## src/rtl/collatz_result_capture.sv

```systemverilog
// collatz_result_capture
// Watches the Collatz core (x, bs) and records each run's start value,
// step count (saturating) and peak value. When a run completes, it
// publishes one record on a valid/ready interface. An unaccepted record
// that gets overwritten raises a sticky lost flag.
// Optional feature macro: COLLATZ_TIMEOUT_EN. When it is defined, a run is
// aborted once it reaches MAX_STEPS steps: the record is flagged with
// res_to and no second record is produced for that run.
module collatz_result_capture #(
    parameter int XW        = 16,
    parameter int KW        = 20,
    parameter int MAX_STEPS = 1000
) (
    input  logic          clk,
    input  logic          rst_n,
    input  logic [XW-1:0] x,
    input  logic          bs,
    input  logic          res_ready,
    output logic          res_valid,
    output logic [XW-1:0] res_start,
    output logic [KW-1:0] res_steps,
    output logic [XW-1:0] res_peak,
    output logic          res_lost,
    output logic          res_to,
    output logic          trk_busy
);

`ifdef COLLATZ_TIMEOUT_EN
    typedef enum logic [1:0] {IDLE, TRACK, PUBLISH, ABORT} state_t;
    localparam bit TO_EN = 1'b1;
`else
    typedef enum logic [1:0] {IDLE, TRACK, PUBLISH} state_t;
    localparam bit TO_EN = 1'b0;
`endif

    localparam logic [KW-1:0] STEP_LIMIT = KW'(MAX_STEPS);

    // Saturating increment of the step counter
    function automatic logic [KW-1:0] sat_inc(input logic [KW-1:0] v);
        return (&v) ? v : v + KW'(1);
    endfunction

    // Unsigned maximum used for peak tracking
    function automatic logic [XW-1:0] umax(input logic [XW-1:0] a,
                                           input logic [XW-1:0] b);
        return (a > b) ? a : b;
    endfunction

    state_t        state;
    logic [XW-1:0] x_q;
    logic          bs_q;
    logic          armed;
    logic [XW-1:0] start_r;
    logic [KW-1:0] steps_r;
    logic [XW-1:0] peak_r;
    logic          step;
    logic [KW-1:0] steps_n;
    logic [XW-1:0] peak_n;
    logic          rise;
    logic          to_hit;
    logic          xfer;
`ifdef COLLATZ_TIMEOUT_EN
    logic          to_flag;
`endif

    // A step is any cycle where the core was busy and x moved
    assign step    = bs_q && (x != x_q);
    assign steps_n = step ? sat_inc(steps_r) : steps_r;
    assign peak_n  = step ? umax(peak_r, x) : peak_r;
    // armed blocks a run that was already in progress when reset released
    assign rise    = bs && !bs_q && armed;
    assign to_hit  = TO_EN && step && (steps_n == STEP_LIMIT);
    assign xfer    = res_valid && res_ready;

    // Input registers plus the arm flag that waits for bs to be seen low
    always_ff @(posedge clk or negedge rst_n) begin
        if (!rst_n) begin
            x_q   <= '0;
            bs_q  <= 1'b0;
            armed <= 1'b0;
        end else begin
            x_q  <= x;
            bs_q <= bs;
            if (!bs) begin
                armed <= 1'b1;
            end
        end
    end

    // Run tracking FSM: capture start, count steps, follow the peak
    always_ff @(posedge clk or negedge rst_n) begin
        if (!rst_n) begin
            state    <= IDLE;
            trk_busy <= 1'b0;
            start_r  <= '0;
            steps_r  <= '0;
            peak_r   <= '0;
`ifdef COLLATZ_TIMEOUT_EN
            to_flag  <= 1'b0;
`endif
        end else begin
            case (state)
                IDLE: begin
                    if (rise) begin
                        state    <= TRACK;
                        trk_busy <= 1'b1;
                        start_r  <= x;
                        peak_r   <= x;
                        steps_r  <= '0;
`ifdef COLLATZ_TIMEOUT_EN
                        to_flag  <= 1'b0;
`endif
                    end
                end
                TRACK: begin
                    steps_r <= steps_n;
                    peak_r  <= peak_n;
                    if (!bs || to_hit) begin
                        state    <= PUBLISH;
                        trk_busy <= 1'b0;
`ifdef COLLATZ_TIMEOUT_EN
                        to_flag  <= to_hit;
`endif
                    end
                end
                PUBLISH: begin
`ifdef COLLATZ_TIMEOUT_EN
                    state <= to_flag ? ABORT : IDLE;
`else
                    state <= IDLE;
`endif
                end
`ifdef COLLATZ_TIMEOUT_EN
                ABORT: begin
                    // Let the aborted run drain without producing a record
                    if (!bs) begin
                        state <= IDLE;
                    end
                end
`endif
                default: state <= IDLE;
            endcase
        end
    end

    // Result record: load on PUBLISH, clear valid and lost on transfer
    always_ff @(posedge clk or negedge rst_n) begin
        if (!rst_n) begin
            res_valid <= 1'b0;
            res_start <= '0;
            res_steps <= '0;
            res_peak  <= '0;
            res_lost  <= 1'b0;
`ifdef COLLATZ_TIMEOUT_EN
            res_to    <= 1'b0;
`endif
        end else if (state == PUBLISH) begin
            res_valid <= 1'b1;
            res_start <= start_r;
            res_steps <= steps_r;
            res_peak  <= peak_r;
            // Overwriting an untransferred record marks it lost (sticky)
            res_lost  <= res_valid && !res_ready;
`ifdef COLLATZ_TIMEOUT_EN
            res_to    <= to_flag;
`endif
        end else if (xfer) begin
            res_valid <= 1'b0;
            res_lost  <= 1'b0;
        end
    end

`ifndef COLLATZ_TIMEOUT_EN
    assign res_to = 1'b0;
`endif

endmodule

```

## config.mk

```make
export PLATFORM = sky130hd
export DESIGN_NAME = collatz_result_capture
export DESIGN_NICKNAME = d
export VERILOG_FILES = /design/src/rtl/collatz_result_capture.sv
export SDC_FILE = /design/constraint.sdc
export NUM_CORES = 1
export LEC_CHECK = 0
export BUFFER_PORTS_ARGS = -buffer_cell sky130_fd_sc_hd__clkbuf_2
export CORE_MARGIN = 5
export CORE_UTILIZATION = 60
export CTS_BUF_LIST = sky130_fd_sc_hd__clkbuf_8 sky130_fd_sc_hd__clkbuf_16
export DETAILED_ROUTE_END_ITERATION = 10
export PLACE_DENSITY = 0.83
export SYNTH_ARGS = -nofsm -noshare
export SYNTH_HDL_FRONTEND = slang
export SYNTH_SLANG_ARGS = --single-unit
```

## constraint.sdc

```tcl
create_clock -name clk -period 4.8 [get_ports clk]
set_input_delay 0.72 -clock clk [delete_from_list [all_inputs] [get_ports clk]]
set_output_delay 0.72 -clock clk [all_outputs]
set_load 0.02 [all_outputs]
```

==> results.md, run 1 <==
* H-tree levels at 4
* GRT Residual Overflow at 0
* Fraction of layout cells with a size suffix above 1 at 0.219
* CP arrival at 3.27 ns
* CTS Buffer Depth at 2
* CP required at 5.20 ns
* I/O pin cnt at 76
* Number of flops mapped to enable cells by yosys at 0
* Crit path max fanout at 16
* Fillers at 598
* Area growth syn-to-layout at 19.1%
* Cells along the critical path: clkbuf_2 -> inv_1 -> ha_1 -> nand2_1 -> o21ai_0 -> a221o_1 -> o31a_1 -> o21ai_2 -> mux2_2
* Post-synthesis cell area at 5450 sq um
* Sequential share of the synthesized area at 0.584
* Crit path max-delay family: compound AO/OA/AOI/OAI gates
* Row cnt at 34
* Most common flop cell mapped by yosys: dfrtp_1
* Layout Nets at 656
* Vias per cell at 5.67
* Final period util at 0.597
* Residual DRC count at 0
* CTS Root Cell: clkbuf_8
* Crit path kind: in2reg
* FF-to-FF Start: peak_r[5]$_DFFE_PN0P_
* Leakage Power at 3.29 nW
* Unique masters post-synth at 43
* # Post-CTS Setup Buffers at 0
* Post-CTS sizing at 0
* Syn_nets at 579
* Setup-failing EPs final at 0
* Starting DRT DRC Count at 217
* Synth Register Bits at 127
* Cell Pwr Density at 501 nW/um^2
* Async set-reset flop share out of synthesis at 1.00
* Post-Route WL at 12.5 mm
* First-pass DRT Iterations at 5
* Initial Util at 0.621
* Max-capacitance violation count at 0
* Post-layout util at 0.740
* Peak VDD IR at 283 uV
* FMAX at 0.349 GHz
* Outcome: completed
* HPWL Detailed at 8.11 mm
* CP endpoint kind: flip-flop
* Clock transition at the registers of the reported paths at 0.06 ns
* Hold Buf Count CTS at 0
* Worst-Margin Slew at 1.07 ns
* Initial antenna violation count at 0
* Min Clock Period, post-route at 2.87 ns
* CTS tree: yes
* Worst min path class: in2async
* Global-route wire length before repair at 21.3 mm
* Slew headroom at 0.280
* Reg-to-reg slack, setup at 1.94 ns
* RSZ-0062 raised after global routing: false
* Detailed-route via count at 4,188
* CORE AREA at 8760 sq um
* Die W at 105 microns
* Port Buf Inserts at 74
* Die area at 11,100 sq um
* Worst setup SP type: input port
* Synthesized area per cell at 10.0 sq um
* Routability cong. at 0.851
* Ant diodes at 0
* Final Max Slew Viols at 0
* Detail Route Antenna Nets at 0
* Pin count of the biggest net entering global routing at 54
* Worst setup path start: x[6]
* Clk Latency, worst-skew pair at 0.52 ns
* Final Hold Vio Count at 0
* All-Layer GR Usage at 0.239
* Crit path buf inv count at 2
* Yosys warns at 0
* Mapped Cells at 542
* Routed WL per cell at 16.9 microns
* Max incr delay on CP at 0.69 ns
* Die Y at 105 microns
* Clock sinks at 127
* Clock Skew at 0.00943 ns
* Num CTS Buffers at 17
* TNS Setup at 0 ns
* Slowest cell on crit path: o21ai_2
* Vias in the first global route at 4,310
## cell usage after synthesis, types with 2 or more instances
cell type	count	area, sq um
a21boi_0	2	15.0
a21oi_1	18	90.1
and4_1	2	17.5
buf_1	3	11.3
buf_4	2	15.0
clkbuf_1	16	60.1
dfrtp_1	127	3180
ha_1	17	213
inv_1	22	82.6
mux2_2	16	180
mux2i_1	4	40.0
nand2_1	185	694
nand2b_1	4	25.0
nand3_1	8	40.0
nand3b_1	2	15.0
nand4_1	10	62.6
nor2_1	7	26.3
nor2b_1	2	12.5
nor3_1	4	20.0
nor4_1	3	18.8
o211ai_1	3	22.5
o21ai_0	32	160
o21ai_2	2	17.5
o31ai_1	3	22.5
or2_2	2	12.5
or3_1	6	37.5
or4_1	9	67.6
xnor2_1	16	140
## worst reg2reg max path: cells and delay by family, from the launching register on
| family | cells | cell delay, ns |
|---|---|---|
| adder cells (fa/ha/maj) | 1 | 0.30 |
| flip-flops | 1 | 0.40 |
| AO/OA/AOI/OAI | 5 | 1.62 |
| multiplexers | 1 | 0.43 |
## state kept, by name, summed over array words and instances, names as in the netlist
name and flops:
res_steps 20, steps_r 20, peak_r 16, res_peak 16
res_start 16, start_r 16, x_q 16, state 2
armed 1, bs_q 1, res_lost 1, res_valid 1
trk_busy 1
## worst paths after layout
path	depth (start not counted)	to
max in group asynchronous	2	peak_r[2]$_DFFE_PN0P_
worst min-delay path	1	res_steps[2]$_DFFE_PN0P_
worst max register to register	7	peak_r[8]$_DFFE_PN0P_
worst min register to register	2	res_start[0]$_DFFE_PN0P_
worst max-delay path	9	peak_r[8]$_DFFE_PN0P_
min in group clk	1	x_q[13]$_DFF_PN0_
## placed cells by master (no fill, tap or decap), drive strengths merged, types with 2 or more instances in the layout
| cell type | n |
|---|---|
| nand2b | 4 |
| o21ai | 34 |
| or4 | 10 |
| nor2b | 2 |
| a21oi | 18 |
| and4 | 2 |
| mux2 | 17 |
| clkbuf | 90 |
| nand3b | 2 |
| nand4 | 11 |
| nand3 | 9 |
| nor2 | 7 |
| clkinvlp | 2 |
| clkinv | 6 |
| mux2i | 4 |
| nor4 | 4 |
| nand2 | 185 |
| inv | 25 |
| or3 | 6 |
| bufinv | 3 |
| nor3 | 5 |
| ha | 17 |
| dfrtp | 127 |
| a21boi | 2 |
| o31ai | 3 |
| o211ai | 3 |
| xnor2 | 16 |
| buf | 7 |
| or2 | 2 |
## per-layer routing
layer | GRT usage | wire length [microns] | vias to the layer above
met4 | 0.0813 | 258 | 0
li1 | - | - | 1953
met1 | 0.319 | 5270 | 2058
met5 | 0 | 0 | -
met3 | 0.0538 | 722 | 27
met2 | 0.391 | 6210 | 150
## layout make-up
| cell class | count | area, sq um | area share |
|---|---|---|---|
| multi-input combinational | 371 | 2100 | 0.324 |
| clock inverter | 14 | 154 | 0.0237 |
| sequential | 127 | 3180 | 0.490 |
| timing repair buffer | 80 | 418 | 0.0644 |
| clock buffer | 17 | 414 | 0.0639 |
| tap | 108 | 135 | 0.0208 |
| inverter | 22 | 82.6 | 0.0127 |
## per-stage QoR
stage               std cells  hold slack [ns]  power [mW]  instance area (sq um)  worst slack [ns]
finish                    739           0.0888        3.25                   6490              1.93
global route              739            0.119        3.41                   6490              1.77
CTS                       739           0.0937        3.27                   6490              1.92
detailed placement        708            0.452        2.03                   5920              1.48
global placement          708            0.449        1.99                   5920              1.57
floorplan                 542            0.424        1.77                   5450              1.99
## power by group
group	internal, mW	leakage [nW]	switching, mW
Combinational	0.229	1.38	0.406
Sequential	1.26	1.62	0.126
Clock	0.778	0.287	0.451
## kinds of logic (layout without fill, tap and decap cells)
kind of cell | Yosys count | in the layout | share of synthesized area
and+or+nand+nor | 251 | 251 | 0.207
buffers and inverters | 44 | 133 | 0.0319
DFF | 127 | 127 | 0.584
AOI/OAI and AO/OA | 65 | 65 | 0.0685
xor gates and xnor gates | 16 | 16 | 0.0257
other | 1 | 1 | 0.000689
muxes | 21 | 21 | 0.0432
adders and majority gates | 17 | 17 | 0.0391
(Power assumes the default switching activity.)
==> run 2: changes to the inputs <==
--- a/config.mk
+++ b/config.mk
@@ -7,10 +7,10 @@
 export LEC_CHECK = 0
 export BUFFER_PORTS_ARGS = -buffer_cell sky130_fd_sc_hd__clkbuf_2
 export CORE_MARGIN = 5
-export CORE_UTILIZATION = 60
+export CORE_UTILIZATION = 57
 export CTS_BUF_LIST = sky130_fd_sc_hd__clkbuf_8 sky130_fd_sc_hd__clkbuf_16
 export DETAILED_ROUTE_END_ITERATION = 10
-export PLACE_DENSITY = 0.83
+export PLACE_DENSITY = 0.79
 export SYNTH_ARGS = -nofsm -noshare
 export SYNTH_HDL_FRONTEND = slang
 export SYNTH_SLANG_ARGS = --single-unit
==> constraint.sdc (replaced) <==
create_clock -name clk -period 2.9 [get_ports clk]
set_input_delay 0.435 -clock clk [delete_from_list [all_inputs] [get_ports clk]]
set_output_delay 0.435 -clock clk [all_outputs]
set_load 0.02 [all_outputs]
==> run 2 against run 1 <==
Register-to-register slack worse by 1.6 ns; setup slack worse by 1.6 ns; final cell count grew 3.2%; die area is 4.8% higher; sequential share of layout area decreased by 0.85 points; critical endpoint is now peak_r[13]$_DFFE_PN0P_; largest power group unchanged; highest routed layer unchanged.
==> results.md, run 2 (synthesis gave the netlist of run 1 again) <==
* Outcome: completed
* CP endpoint kind: flip-flop
* Worst-Margin Slew at 0.847 ns
* Worst setup path start: peak_r[14]$_DFFE_PN0P_
* Top Registers: res_steps: 20 flops, steps_r: 20 flops
* Num CTS Buffers at 17
* Peak VDD IR at 505 uV
* All-Layer GR Usage at 0.237
* Slew headroom at 0.435
* Vias per cell at 5.44
* Cell Pwr Density at 834 nW/um^2
* Detail Route Antenna Nets at 0
* Detailed-route via count at 4,150
* GRT Residual Overflow at 0
* Slowest cell on crit path: nor4_1
* Max incr delay on CP at 0.52 ns
* Crit path max fanout at 16
* Final Max Slew Viols at 0
* RSZ-0062 raised after global routing: false
* Port Buf Inserts at 74
* Max-capacitance violation count at 0
* Layout Nets at 658
* Residual DRC count at 0
* Crit path kind: reg2reg
* Global-route wire length before repair at 21.4 mm
* Pin count of the biggest net entering global routing at 69
* Fillers at 689
* Worst min path class: in2async
* Final period util at 0.885
* Setup-failing EPs final at 0
* CTS Buffer Depth at 2
* Cells along the critical path: ha_1 -> nand4_1 -> nor4_1 -> a21boi_0 -> o31a_1 -> o21ai_2 -> buf_12 -> mux2_2
* Clock transition at the registers of the reported paths at 0.06 ns
* Die W at 108 microns
* Final instance area at 6600 sq um
* # Post-CTS Setup Buffers at 0
* HPWL Detailed at 8.14 mm
* Initial antenna violation count at 0
* CTS tree: yes
* Die Y at 108 microns
* Final Hold Vio Count at 0
* FMAX at 0.390 GHz
* Worst setup SP type: flip-flop
* Post-CTS sizing at 0
* Crit path max-delay family: simple AND/OR/NAND/NOR gates
* Hold Buf Count CTS at 0
* Post-Route WL at 12.5 mm
* I/O pin cnt at 76
* Placed insts at 731
* First-pass DRT Iterations at 5
* TNS Setup at 0 ns
* Vias in the first global route at 4,349
* Min Clock Period, post-route at 2.57 ns
* Non-Filler Instances at 763
* Routability cong. at 0.837
* FF-to-FF Start: peak_r[14]$_DFFE_PN0P_
* H-tree levels at 4
* Clk Latency, worst-skew pair at 0.52 ns
* Routed WL per cell at 16.4 microns
* Cell Area, Placed at 6000 sq um
* Initial Util at 0.587
* Flip-flop and latch area at 3180 sq um
* Starting DRT DRC Count at 206
* CTS Root Cell: clkbuf_8
* Total power at 5.50 mW
* Crit path buf inv count at 1
* Most frequent cells in the layout: nand2_1 (185), dfrtp_1 (127), clkbuf_2 (73)
* Most common cell after layout, fill and taps aside: nand2_1
* Area growth syn-to-layout at 21.2%
* CORE AREA at 9280 sq um
* CP arrival at 2.96 ns
* Die area at 11,600 sq um
* Area of the multi-input gates at 2100 sq um
* Ant diodes at 0
* Clock sinks at 127
* Leakage Power at 3.31 nW
* Fraction of layout cells with a size suffix above 1 at 0.227
* CP required at 3.29 ns
* Row cnt at 35
* Clock Skew at 0.0130 ns
[run 2: routing by layer]
layer,track usage,share of wire
met1,0.292,0.42
met2,0.406,0.52
met3,0.0558,0.048
met4,0.0848,0.014
met5,0,0
[run 2: stage by stage]
step	hold slack [ns]	utilization	setup WS [ns]
CTS	0.0413	0.711	0.355
detailed placement	0.456	0.646	0.215
finish	0.0202	0.711	0.333
global route	0.0621	0.711	0.244
floorplan	0.139	-	0.378
global placement	0.452	0.646	0.294
[run 2: worst paths after layout]
kind                                                  to  slack, ns  depth (start not counted)
worst min-delay path            res_steps[5]$_DFFE_PN0P_       0.02                          1
worst max register to register    peak_r[13]$_DFFE_PN0P_       0.33                          8
worst min register to register  res_start[6]$_DFFE_PN0P_       0.46                          2
max in group asynchronous        res_peak[5]$_DFFE_PN0P_       2.05                          2
worst max-delay path              peak_r[13]$_DFFE_PN0P_       0.33                          8
min in group clk                       x_q[14]$_DFF_PN0_       0.08                          1
[run 2: where the power goes]
part           internal [mW]  total, mW  switching (mW)
Combinational          0.390       1.06           0.668
Clock                   1.36       2.15           0.791
Sequential              2.09       2.30           0.213
Total                   3.83       5.50            1.67
[run 2: area by class of cell]
class                      count  area share
sequential                   127       0.481
multi-input combinational    371       0.319
timing repair buffer          82      0.0713
clock buffer                  19      0.0669
clock inverter                13      0.0246
tap                          129      0.0245
inverter                      22      0.0125
[run 2: worst register-to-register path, stage by stage (launching register included)]
cell and delay, ns:
dfrtp_1 0.40, ha_1 0.34, nand4_1 0.16, nor4_1 0.52
a21boi_0 0.32, o31a_1 0.19, o21ai_2 0.07, buf_12 0.16
mux2_2 0.28
==> run 3: changes to the inputs <==
--- a/config.mk
+++ b/config.mk
@@ -7,10 +7,10 @@
 export LEC_CHECK = 0
 export BUFFER_PORTS_ARGS = -buffer_cell sky130_fd_sc_hd__clkbuf_2
 export CORE_MARGIN = 5
-export CORE_UTILIZATION = 57
+export CORE_UTILIZATION = 51
 export CTS_BUF_LIST = sky130_fd_sc_hd__clkbuf_8 sky130_fd_sc_hd__clkbuf_16
 export DETAILED_ROUTE_END_ITERATION = 10
-export PLACE_DENSITY = 0.79
+export PLACE_DENSITY = 0.75
 export SYNTH_ARGS = -nofsm -noshare
 export SYNTH_HDL_FRONTEND = slang
 export SYNTH_SLANG_ARGS = --single-unit
==> constraint.sdc (replaced) <==
create_clock -name clk -period 2.2 [get_ports clk]
set_input_delay 0.33 -clock clk [delete_from_list [all_inputs] [get_ports clk]]
set_output_delay 0.33 -clock clk [all_outputs]
set_load 0.02 [all_outputs]
==> run 3 against run 2 <==
Routed wire length rose by 11%; sequential power rose by 31%; global-route usage fell by 1.4 points; clock-buffer cell count rose by 1; flip-flop and latch count did not move; the run now ends with negative setup slack left; clock power rose by 31%; via count rose by 7.6%; first-iteration DRC count rose by 69%.
==> results.md, run 3 (synthesis gave the netlist of run 1 again) <==
* Worst-Margin Slew at 0.659 ns
* Starting DRT DRC Count at 348
* Area growth syn-to-layout at 34.3%
* Routed WL per cell at 16.7 microns
* Max-capacitance violation count at 0
* All-Layer GR Usage at 0.223
* Vias in the first global route at 4,649
* Pin count of the biggest net entering global routing at 128
* Min Clock Period, post-route at 2.44 ns
* Top Registers: res_steps: 20 flops, steps_r: 20 flops
* Fraction of layout cells with a size suffix above 1 at 0.318
* Vias per cell at 5.38
* Port Buf Inserts at 74
* CP arrival at 2.85 ns
* Most frequent cells in the layout: nand2_1 (184), dfrtp_1 (125), clkbuf_2 (72)
* Worst min path class: in2reg
* Hold Worst Slack at 0.0373 ns
* Clock sinks at 127
* Max incr delay on CP at 0.41 ns
* Clock Skew at 0.00931 ns
* Final setup margin at -0.241 ns
* Detail Route Antenna Nets at 0
* Clk Latency, worst-skew pair at 0.53 ns
* Crit path max-delay family: compound AO/OA/AOI/OAI gates
* CTS Root Cell: clkbuf_8
* Crit path buf inv count at 1
* HPWL Detailed at 8.78 mm
* Row cnt at 37
* CP endpoint kind: flip-flop
* Flop pwr share at 0.397
* Post-Route WL at 13.9 mm
* Num CTS Buffers at 17
* Initial antenna violation count at 0
* Crit path max fanout at 7
* Comb power frac at 0.233
* Peak VDD IR at 675 uV
* Clock transition at the registers of the reported paths at 0.06 ns
* Ant diodes at 0
* Global-route wire length before repair at 22.5 mm
* Layout Nets at 718
* Cells along the critical path: ha_1 -> nand4_1 -> nor2_1 -> a221o_1 -> o31a_1 -> o21ai_4 -> buf_6 -> mux2_4
* First-pass DRT Iterations at 5
* Slew headroom at 0.561
* Cell Pwr Density at 1040 nW/um^2
* Most common cell after layout, fill and taps aside: nand2_1
* Post-layout util at 0.705
* Final Hold Vio Count at 0
* CP required at 2.61 ns
* Final period util at 1.11
* Initial Util at 0.525
* CTS Buffer Depth at 2
* Final Max Slew Viols at 0
* Outcome: finished with violations
* Slowest cell on crit path: dfrtp_1
* Die Y at 113 microns
* Routability cong. at 0.860
* Worst setup SP type: flip-flop
* Pre-CTS setup slack at -0.249 ns
* Die area at 12,800 sq um
* GRT Residual Overflow at 0
* TNS Setup at -3.29 ns
* Residual DRC count at 0
* CORE AREA at 10,400 sq um
* H-tree levels at 4
* Leakage Power at 3.68 nW
* Failing checks: negative setup slack
* FMAX at 0.410 GHz
* Net Sw Frac at 0.303
* Detailed-route via count at 4,465
* P_sw at 2.31 mW
* I/O pin cnt at 76
* Crit path kind: reg2reg
* Clock power share at 0.370
* Setup-failing EPs final at 16
* CTS tree: yes
* Die W at 113 microns
* Cell-internal power at 5.31 mW
* RSZ-0062 raised after global routing: true
-- run 3: cell count changes in the layout (fill, tap and decap cells not counted), sizes merged --
| cell | before | now |
|---|---|---|
| buf | 9 | 64 |
| clkbuf | 92 | 93 |
| clkinv | 6 | 5 |
| dlygate4sd3 | 0 | 5 |
-- run 3: repair_timing --
| action | 4_1_cts | 5_1_grt |
|---|---|---|
| endpoints found under the hold margin | 132 | 0 |
| pin swaps | 2 | 4 |
| gates cloned | 0 | 1 |
| setup buffers | 1 | 3 |
| hold buffers | 5 | 0 |
| resized for setup | 11 | 23 |
| setup endpoints to repair | 18 | 24 |
-- run 3: worst paths after layout --
path / depth (start not counted) / slack (ns) / from / endpoint
worst max-delay path: 8 / -0.24 / peak_r[10]$_DFFE_PN0P_ / peak_r[14]$_DFFE_PN0P_
max in group asynchronous: 3 / 1.27 / rst_n / x_q[14]$_DFF_PN0_
worst min register to register: 1 / 0.47 / armed$_DFFE_PN0N_ / armed$_DFFE_PN0N_
worst max register to register: 8 / -0.24 / peak_r[10]$_DFFE_PN0P_ / peak_r[14]$_DFFE_PN0P_
worst min-delay path: 2 / 0.04 / x[5] / x_q[5]$_DFF_PN0_
min in group asynchronous: 3 / 0.45 / rst_n / res_steps[6]$_DFFE_PN0P_
-- run 3: through the flow --
step,instance area (sq um),total power [mW],instances
2_1_floorplan,5490,3.90,542
3_3_place_gp,6430,4.54,789
3_5_place_dp,6430,4.62,789
4_1_cts,7150,7.49,827
5_1_grt,7310,7.97,830
6_report,7310,7.61,830
-- run 3: layout make-up --
type	instances	area, sq um
inverter	22	82.6
sequential	127	3180
multi-input combinational	371	2320
tap	136	170
clock inverter	12	141
fill	740	3060
timing repair buffer	142	961
clock buffer	20	455
-- run 3: per-layer routing --
layer  part of all wire  global-route usage
met1               0.43               0.277
met2               0.51               0.376
met5                  0                   0
met3              0.043              0.0513
met4              0.022              0.0913
-- run 3: power by group through the flow --
stage | clock [mW] | sequential (mW) | combinational, mW
2_1_floorplan | 0 | 3.32 | 0.589
3_3_place_gp | 0 | 3.00 | 1.54
3_5_place_dp | 0 | 3.02 | 1.60
4_1_cts | 2.84 | 3.00 | 1.65
5_1_grt | 2.97 | 3.07 | 1.93
6_report | 2.82 | 3.02 | 1.77
